## src/rtl/microsequencer_if.sv

```systemverilog
// Bus between the microsequencer and the control store / datapath.
// master: the sequencer (drives the ROM address and status).
// slave : the surrounding controller (ROM fields, encoder, memory, flags).
interface microsequencer_if;
    logic       hold;
    logic [7:0] enc_state;
    logic [5:0] cr;
    logic [2:0] n;
    logic       inv;
    logic       moc;
    logic       cond;
    logic [7:0] state;
    logic       mem_abort;
    logic       bad_op;

    modport master (
        input  hold, enc_state, cr, n, inv, moc, cond,
        output state, mem_abort, bad_op
    );

    modport slave (
        output hold, enc_state, cr, n, inv, moc, cond,
        input  state, mem_abort, bad_op
    );
endinterface

```

## src/rtl/microsequencer.sv

```systemverilog
// Next-state sequencer for the microprogrammed control unit. Each cycle
// it selects the next control-ROM address from the N2..N0 mode field. A
// wait counter bounds MOC waits so that a lost memory completion aborts
// to ABORT_STATE instead of hanging the controller.
module microsequencer #(
    parameter int unsigned TIMEOUT     = 16,
    parameter logic [7:0]  ABORT_STATE = 8'd63
) (
    input  logic              clk,
    input  logic              rst_n,
    microsequencer_if.master  bus
);

    typedef enum logic [2:0] {
        M_FETCH     = 3'b000,
        M_DISPATCH  = 3'b001,
        M_JUMP      = 3'b010,
        M_INC       = 3'b011,
        M_CDISPATCH = 3'b100,
        M_WAIT      = 3'b101,
        M_CJUMP     = 3'b110,
        M_RESERVED  = 3'b111
    } mode_t;

    localparam logic [7:0] LP_WAIT_LAST = 8'(TIMEOUT - 1);

    logic [7:0] r_state;
    logic [7:0] r_wait_cnt;
    logic       r_mem_abort;
    logic       r_bad_op;

    mode_t      w_mode;
    logic       w_t;
    logic       w_m;
    logic [7:0] w_inc;
    logic [7:0] w_cr_ext;
    logic [7:0] w_next_state;
    logic [7:0] w_next_cnt;
    logic       w_next_abort;
    logic       w_next_bad_op;

    assign w_mode   = mode_t'(bus.n);
    assign w_t      = bus.cond ^ bus.inv;
    assign w_m      = bus.moc ^ bus.inv;
    assign w_inc    = r_state + 8'd1;
    assign w_cr_ext = {2'b00, bus.cr};

    // Next address, wait-counter and status selection for the current microinstruction.
    always_comb begin
        w_next_state  = r_state;
        w_next_cnt    = '0;
        w_next_abort  = 1'b0;
        w_next_bad_op = r_bad_op;
        case (w_mode)
            M_FETCH:     w_next_state = '0;
            M_DISPATCH:  w_next_state = bus.enc_state;
            M_JUMP:      w_next_state = w_cr_ext;
            M_INC:       w_next_state = w_inc;
            M_CDISPATCH: w_next_state = w_t ? bus.enc_state : 8'd0;
            M_WAIT: begin
                // Completion is tested first so it wins over a same-cycle timeout.
                if (w_m) begin
                    w_next_state = w_inc;
                end else if (r_wait_cnt == LP_WAIT_LAST) begin
                    w_next_state = ABORT_STATE;
                    w_next_abort = 1'b1;
                end else begin
                    w_next_state = r_state;
                    w_next_cnt   = r_wait_cnt + 8'd1;
                end
            end
            M_CJUMP:     w_next_state = w_t ? w_cr_ext : w_inc;
            M_RESERVED: begin
                w_next_state  = '0;
                w_next_bad_op = 1'b1;
            end
        endcase
    end

    // State register; reset overrides hold, hold freezes everything and masks the abort pulse.
    always_ff @(posedge clk) begin
        if (!rst_n) begin
            r_state     <= '0;
            r_wait_cnt  <= '0;
            r_mem_abort <= 1'b0;
            r_bad_op    <= 1'b0;
        end else if (bus.hold) begin
            r_mem_abort <= 1'b0;
        end else begin
            r_state     <= w_next_state;
            r_wait_cnt  <= w_next_cnt;
            r_mem_abort <= w_next_abort;
            r_bad_op    <= w_next_bad_op;
        end
    end

    assign bus.state     = r_state;
    assign bus.mem_abort = r_mem_abort;
    assign bus.bad_op    = r_bad_op;

endmodule

```

## src/flat_wrapper.sv

```systemverilog
// flat-port wrapper written by rule: the top's interface ports become plain ports
module microsequencer_flat 
#(
    parameter int unsigned TIMEOUT     = 16,
    parameter logic [7:0]  ABORT_STATE = 8'd63
)
  (clk, rst_n, bus_hold, bus_enc_state, bus_cr, bus_n, bus_inv, bus_moc, bus_cond, bus_state, bus_mem_abort, bus_bad_op);
  microsequencer_if bus_i ();
  input  logic clk;
  input  logic rst_n;
  input wire logic [$bits(bus_i.hold)-1:0] bus_hold;
  input wire logic [$bits(bus_i.enc_state)-1:0] bus_enc_state;
  input wire logic [$bits(bus_i.cr)-1:0] bus_cr;
  input wire logic [$bits(bus_i.n)-1:0] bus_n;
  input wire logic [$bits(bus_i.inv)-1:0] bus_inv;
  input wire logic [$bits(bus_i.moc)-1:0] bus_moc;
  input wire logic [$bits(bus_i.cond)-1:0] bus_cond;
  output wire logic [$bits(bus_i.state)-1:0] bus_state;
  output wire logic [$bits(bus_i.mem_abort)-1:0] bus_mem_abort;
  output wire logic [$bits(bus_i.bad_op)-1:0] bus_bad_op;
  assign bus_i.hold = bus_hold;
  assign bus_i.enc_state = bus_enc_state;
  assign bus_i.cr = bus_cr;
  assign bus_i.n = bus_n;
  assign bus_i.inv = bus_inv;
  assign bus_i.moc = bus_moc;
  assign bus_i.cond = bus_cond;
  assign bus_state = bus_i.state;
  assign bus_mem_abort = bus_i.mem_abort;
  assign bus_bad_op = bus_i.bad_op;
  microsequencer #(.TIMEOUT(TIMEOUT), .ABORT_STATE(ABORT_STATE)) u_core (.clk(clk), .rst_n(rst_n), .bus(bus_i));
endmodule
```

## config.mk

```make
export PLATFORM = sky130hd
export DESIGN_NAME = microsequencer_flat
export DESIGN_NICKNAME = d
export VERILOG_FILES = /design/src/rtl/microsequencer_if.sv /design/src/rtl/microsequencer.sv /design/src/flat_wrapper.sv
export SDC_FILE = /design/constraint.sdc
export NUM_CORES = 1
export LEC_CHECK = 0
export CAP_MARGIN = 5
export CORE_MARGIN = 8
export CORE_UTILIZATION = 25
export CTS_CLUSTER_SIZE = 14
export DETAILED_ROUTE_END_ITERATION = 8
export PLACE_DENSITY = 0.6
export SLEW_MARGIN = 0
export SYNTH_ARGS = -nofsm -noshare
export SYNTH_HDL_FRONTEND = slang
export SYNTH_SLANG_ARGS = --single-unit
```

## constraint.sdc

```tcl
create_clock -name clk -period 1.9 [get_ports clk]
set_clock_uncertainty 0.15 [all_clocks]
set_input_delay 0.475 -clock clk [delete_from_list [all_inputs] [get_ports clk]]
set_output_delay 0.475 -clock clk [all_outputs]
set_load 0.01 [all_outputs]
```

# --- Yosys cells after proc, flatten, opt, wreduce, memory -nomap -nowiden ---
# Index checks and enable logic that the tools add are counted.
totals:
  wordCells: 34
  input_bits: 23
  register_bits: 18
  output_inout_bits: 10
classes:
  n_mux: 9
  reduce_logical: 5
  bitwise: 5
  eq_ne: 9
  add_sub_neg: 2
ops:
  columns: ["op", "n"]
  rows:
  - ["$mux 8", 7]
  - ["$pmux 8 s7", 1]
  - ["$add 8x1->8 const B", 2]
  - ["$eq 3x3->1 const B", 4]
  - ["$eq 8x4->1 const B", 1]
  - ["$eq 3x2->1 const B", 2]
  - ["$reduce_and 2->1", 2]
  - ["$reduce_or 4->1", 1]
  - ["$eq 3x1->1 const B", 1]
  - ["$logic_not 3->1", 1]
  - ["$ne 3x1->1 const B", 1]
  - ["$not 1->1", 3]
  - ["$reduce_or 2->1", 1]
  - ["$xor 1x1->1", 2]
  - ["$mux 1", 1]

# --- Depth between registers and ports, before layout ---
logic_depth:
  depth_word: 4
  depth_mapped: 6
  ltp_nobuf: 5

# --- Least setup slack after synthesis ---
# No wires, ideal clock.
synth_path:
  path_kind: "input port to flip-flop"
  from: "input port bus_inv"
  to: "register u_core.r_state[5], in the netlist u_core.bus.state[5]"
  setup_ps: 119
  slack_ps: 43
  cell_stages: 4
  required_ps: 1631
  path_buffers: 0
  arrival_time_ps: 1589
  cell_sequence: "xnor2_2 o22ai_1 a221o_2 o221a_2"
synth_via:
  elab_chain_cells: 3
  word_cells_on_any_way: 8
  cone_classes: "eq/ne: 1; mux: 4; bitwise: 2; reduce/logical: 1"
synth_lines:
  columns: ["item", "line", "rtl"]
  rows:
  - ["start: declaration", "flat_wrapper.sv:15", "input wire logic [$bits(bus_i.inv)-1:0] bus_inv;"]
  - ["$xor 1x1->1, on equally long branches", "microsequencer.sv:43, microsequencer.sv:44", null]
  - ["$mux 8 (tied with other cells)", "microsequencer.sv:72", "M_CJUMP: w_next_state = w_t ? w_cr_ext : w_inc;"]
  - ["$pmux 8 s7 or $reduce_and 2->1 (tied branches)", null, null]
  - ["end signal: assignment", "microsequencer.sv:90", "r_state <= w_next_state;"]
  - ["end: declaration", "microsequencer.sv:27", "logic [7:0] r_state;"]
# Parallel ways exist; a longest one is shown, timed or not.
# A chain may end at the register's enable or synchronous reset.

# --- Worst setup path in the final report ---
layout_path:
  from: "input port bus_cond"
  to: "register u_core.r_state[1], in the netlist u_core.bus.state[1]"
layout_via:
  elab_chain_cells: 3
  word_cells_on_any_way: 4
  cone_classes: "mux: 3; bitwise: 1"
layout_lines:
  columns: ["item", "line", "rtl"]
  rows:
  - ["start: declaration", "flat_wrapper.sv:17", "input wire logic [$bits(bus_i.cond)-1:0] bus_cond;"]
  - ["$xor 1x1->1 *", "microsequencer.sv:43", "assign w_t = bus.cond ^ bus.inv;"]
  - ["$mux 8, on equally long branches", "microsequencer.sv:72, microsequencer.sv:59", null]
  - ["$pmux 8 s7 *", "microsequencer.sv:54", "case (w_mode)"]
# Every way passes the cells marked *; elsewhere a longest branch is shown, timed or not.

==> results.yml <==
detailed_routing:
  first_pass_iters: 4
  ant_nets: 0
  wl_per_cell_um: 13.7
  via_per_inst: 4.88
  wirelength_um: 3700
  vias: 1318
  drt_iter0_drc: 121
  drc: 0
logic_synthesis:
  synth_compound_area_share_pct: 25.5
  yosysWarnings: 0
  synthFlopType: "dfxtp_1"
  synthAdderAreaFrac_pct: 2.06
  syn_nets: 169
  synthMuxAreaShare_pct: 0
  yosysMostFrequentCell: "dfxtp_1"
  syn_area_um2: 1220
  synthXorXnorAreaFrac_pct: 8.53
  synth_top_family_by_area: "simple AND/OR/NAND/NOR gates"
  synth-edff-count: 0
  syn_area_per_cell_um2: 8.45
  ys_top_cells_by_area: "dfxtp_1 (30%), xnor2_1 (3.6%), xor2_1 (3.6%)"
  synth.ff_latch_count: 18
  netlist.area_leader.share_pct: 29.6
  synthArstFlopShare_pct: 0
  synth_cell_types: 55
  synth_common_cells: "dfxtp_1 (18), nor2_1 (11), nand2_1 (10)"
  ys_seq_area_share_pct: 29.6
  synth-simple-area-share_pct: 29.1
  yosysTopAreaCell: "dfxtp_1"
  syn_inst: 144
sta:
  slew_viol_final: 0
  setup_tns_ns: 0
  maxSlewHeadroom_pct: 75.0
  post-route-period-util_pct: 97.0
  hold_slack_ns: 0.338
  setup_violations: 0
  finalCriticalPeriod_ns: 1.84
  tightest_slew_ns: 0.374
  finalWorstSetupSlack_ns: 0.0575
  hold_viol: 0
  fmax_ghz: 0.543
clocking:
  clock_path_buffers: 2
  hold_buffers: 0
  clkSlewWorstSetupHoldPaths_ns: 0.08
  clock_sinks: 18
  cts_tree: "built"
  cts_buffers: 3
  htree_levels: 1
  worst_skew_pair.late_latency_ns: 0.26
  cts_root_buffer: "clkbuf_8"
cells_and_area:
  multi_input_area_um2: 883
  antennaDiodeCount: 0
  seq_area_um2: 365
  final_cells: 270
  layout.nets: 229
  drive_gt1_share_pct: 31.0
  fin_util_pct: 41.2
  areaGrowthSynthToFinish_pct: 59.7
  finalInstanceArea_um2: 1940
  fillers: 479
die:
  initial_utilization_pct: 25.8
  die_area_um2: 7360
  fp.coreArea_um2: 4720
  pin_count: 33
  row_count: 25
  die_w_um: 85.8
  die_height_um: 85.8
worst_setup_path:
  required_ns: 1.90
  cp_max_fo: 6
  cp.arrival_ns: 1.84
  end_kind: "flop"
  crit_type: "in -> reg"
  critPathLaunchType: "input pin"
power:
  power_leakage_nw: 0.740
  power.density_nw_per_um2: 533
  ir_worst_vdd_v: 0.000299
  power_mw: 1.04
placed_design:
  post_dp_cell_area_um2: 1790
  dp_cells: 263
  place_hpwl_um: 2820
  routabilityCongestion: 0.829
  post-place-ws_ns: -0.571
  io_buffers: 32
global_routing:
  grt_max_degree: 11
  grt_pass1_wl_um: 6290
  grt_pass1_vias: 1352
  gr-usage-all-layers_pct: 10.2
  grt_overflow: 0
  antenna_found_initial: 0
outcome:
  outcome: "finished, final reports clean"
run:
  maxCapViolations: 0
hold_path:
  worstHoldPathType: "reg -> reg"
[path summary, 6_finish.rpt]
| kind | depth (start not counted) | start | endpoint | slack, ns |
|---|---|---|---|---|
| max | 6 | bus_cond | u_core.bus.state[1]$_SDFFE_PN0P_ | 0.06 |
| min | 2 | u_core.r_wait_cnt[1]$_SDFFE_PN0N_ | u_core.r_wait_cnt[1]$_SDFFE_PN0N_ | 0.34 |
| max reg2reg | 4 | u_core.r_wait_cnt[6]$_SDFFE_PN0N_ | u_core.bus.state[5]$_SDFFE_PN0P_ | 0.07 |
| min reg2reg | 2 | u_core.r_wait_cnt[1]$_SDFFE_PN0N_ | u_core.r_wait_cnt[1]$_SDFFE_PN0N_ | 0.34 |
[layout by cell type, fill, tap and decap left out, types with 2 or more instances in the layout]
cell / count
a2111oi_2: 2
a21oi_1: 5
a221oi_1: 2
and3b_1: 2
and4_1: 2
buf_4: 29
clkbuf_2: 2
clkbuf_8: 4
clkdlybuf4s50_1: 26
dfxtp_1: 14
dfxtp_2: 4
dlygate4sd2_1: 4
ha_1: 2
inv_1: 8
nand2_1: 10
nand2b_1: 2
nand3_1: 6
nand4_1: 3
nand4bb_1: 3
nor2_1: 11
nor3_1: 3
nor4_1: 3
o21ai_0: 2
o21ai_1: 2
o221a_2: 3
o32ai_2: 2
xnor2_1: 5
xor2_1: 5
[what timing repair did]
action	CTS	global route
endpoints found under the setup margin	18	8
gates cloned	0	0
pin swaps	2	3
resized for setup	11	19
buffers inserted	2	1
endpoints found under the hold margin	0	0
[sequential cells by signal, summed over array words and instances (netlist names)]
| register | cells |
|---|---|
| u_core.bus.state | 8 |
| u_core.bus.mem_abort | 1 |
| u_core.bus.bad_op | 1 |
| u_core.r_wait_cnt | 8 |
[critical path: stages]
cell	delay, ns
dlygate4sd2_1	0.25
xnor2_2	0.16
buf_4	0.15
a22o_4	0.27
a221o_1	0.31
o221a_2	0.22
[routing by layer]
metal  vias up  global-route usage [%]  wire length [um]
met5         -                       0                 0
met2        23                    16.4              1740
met3         4                    2.10               167
li1        676                       -                 -
met4         0                    4.14                53
met1       615                    13.0              1750
[cell type report]
class	count	area share [%]
multi-input combinational	111	45.4
clock buffer	4	2.83
timing repair buffer	61	26.9
inverter	9	1.74
tap	67	4.31
sequential	18	18.8
[power breakdown]
group | total, mW | internal [mW] | switching [mW]
Combinational | 0.299 | 0.169 | 0.130
Sequential | 0.411 | 0.393 | 0.0182
Clock | 0.327 | 0.184 | 0.143
Total | 1.04 | 0.746 | 0.291
[kinds of logic (layout without fill, tap and decap cells)]
| group | count (synthesis) | after routing |
|---|---|---|
| flops | 18 | 18 |
| compound gates | 39 | 39 |
| simple gates | 59 | 59 |
| fa+ha+maj | 2 | 2 |
| buf+inv | 15 | 74 |
| xor+xnor | 11 | 11 |
No activity file was read; power rests on OpenSTA's default activity.
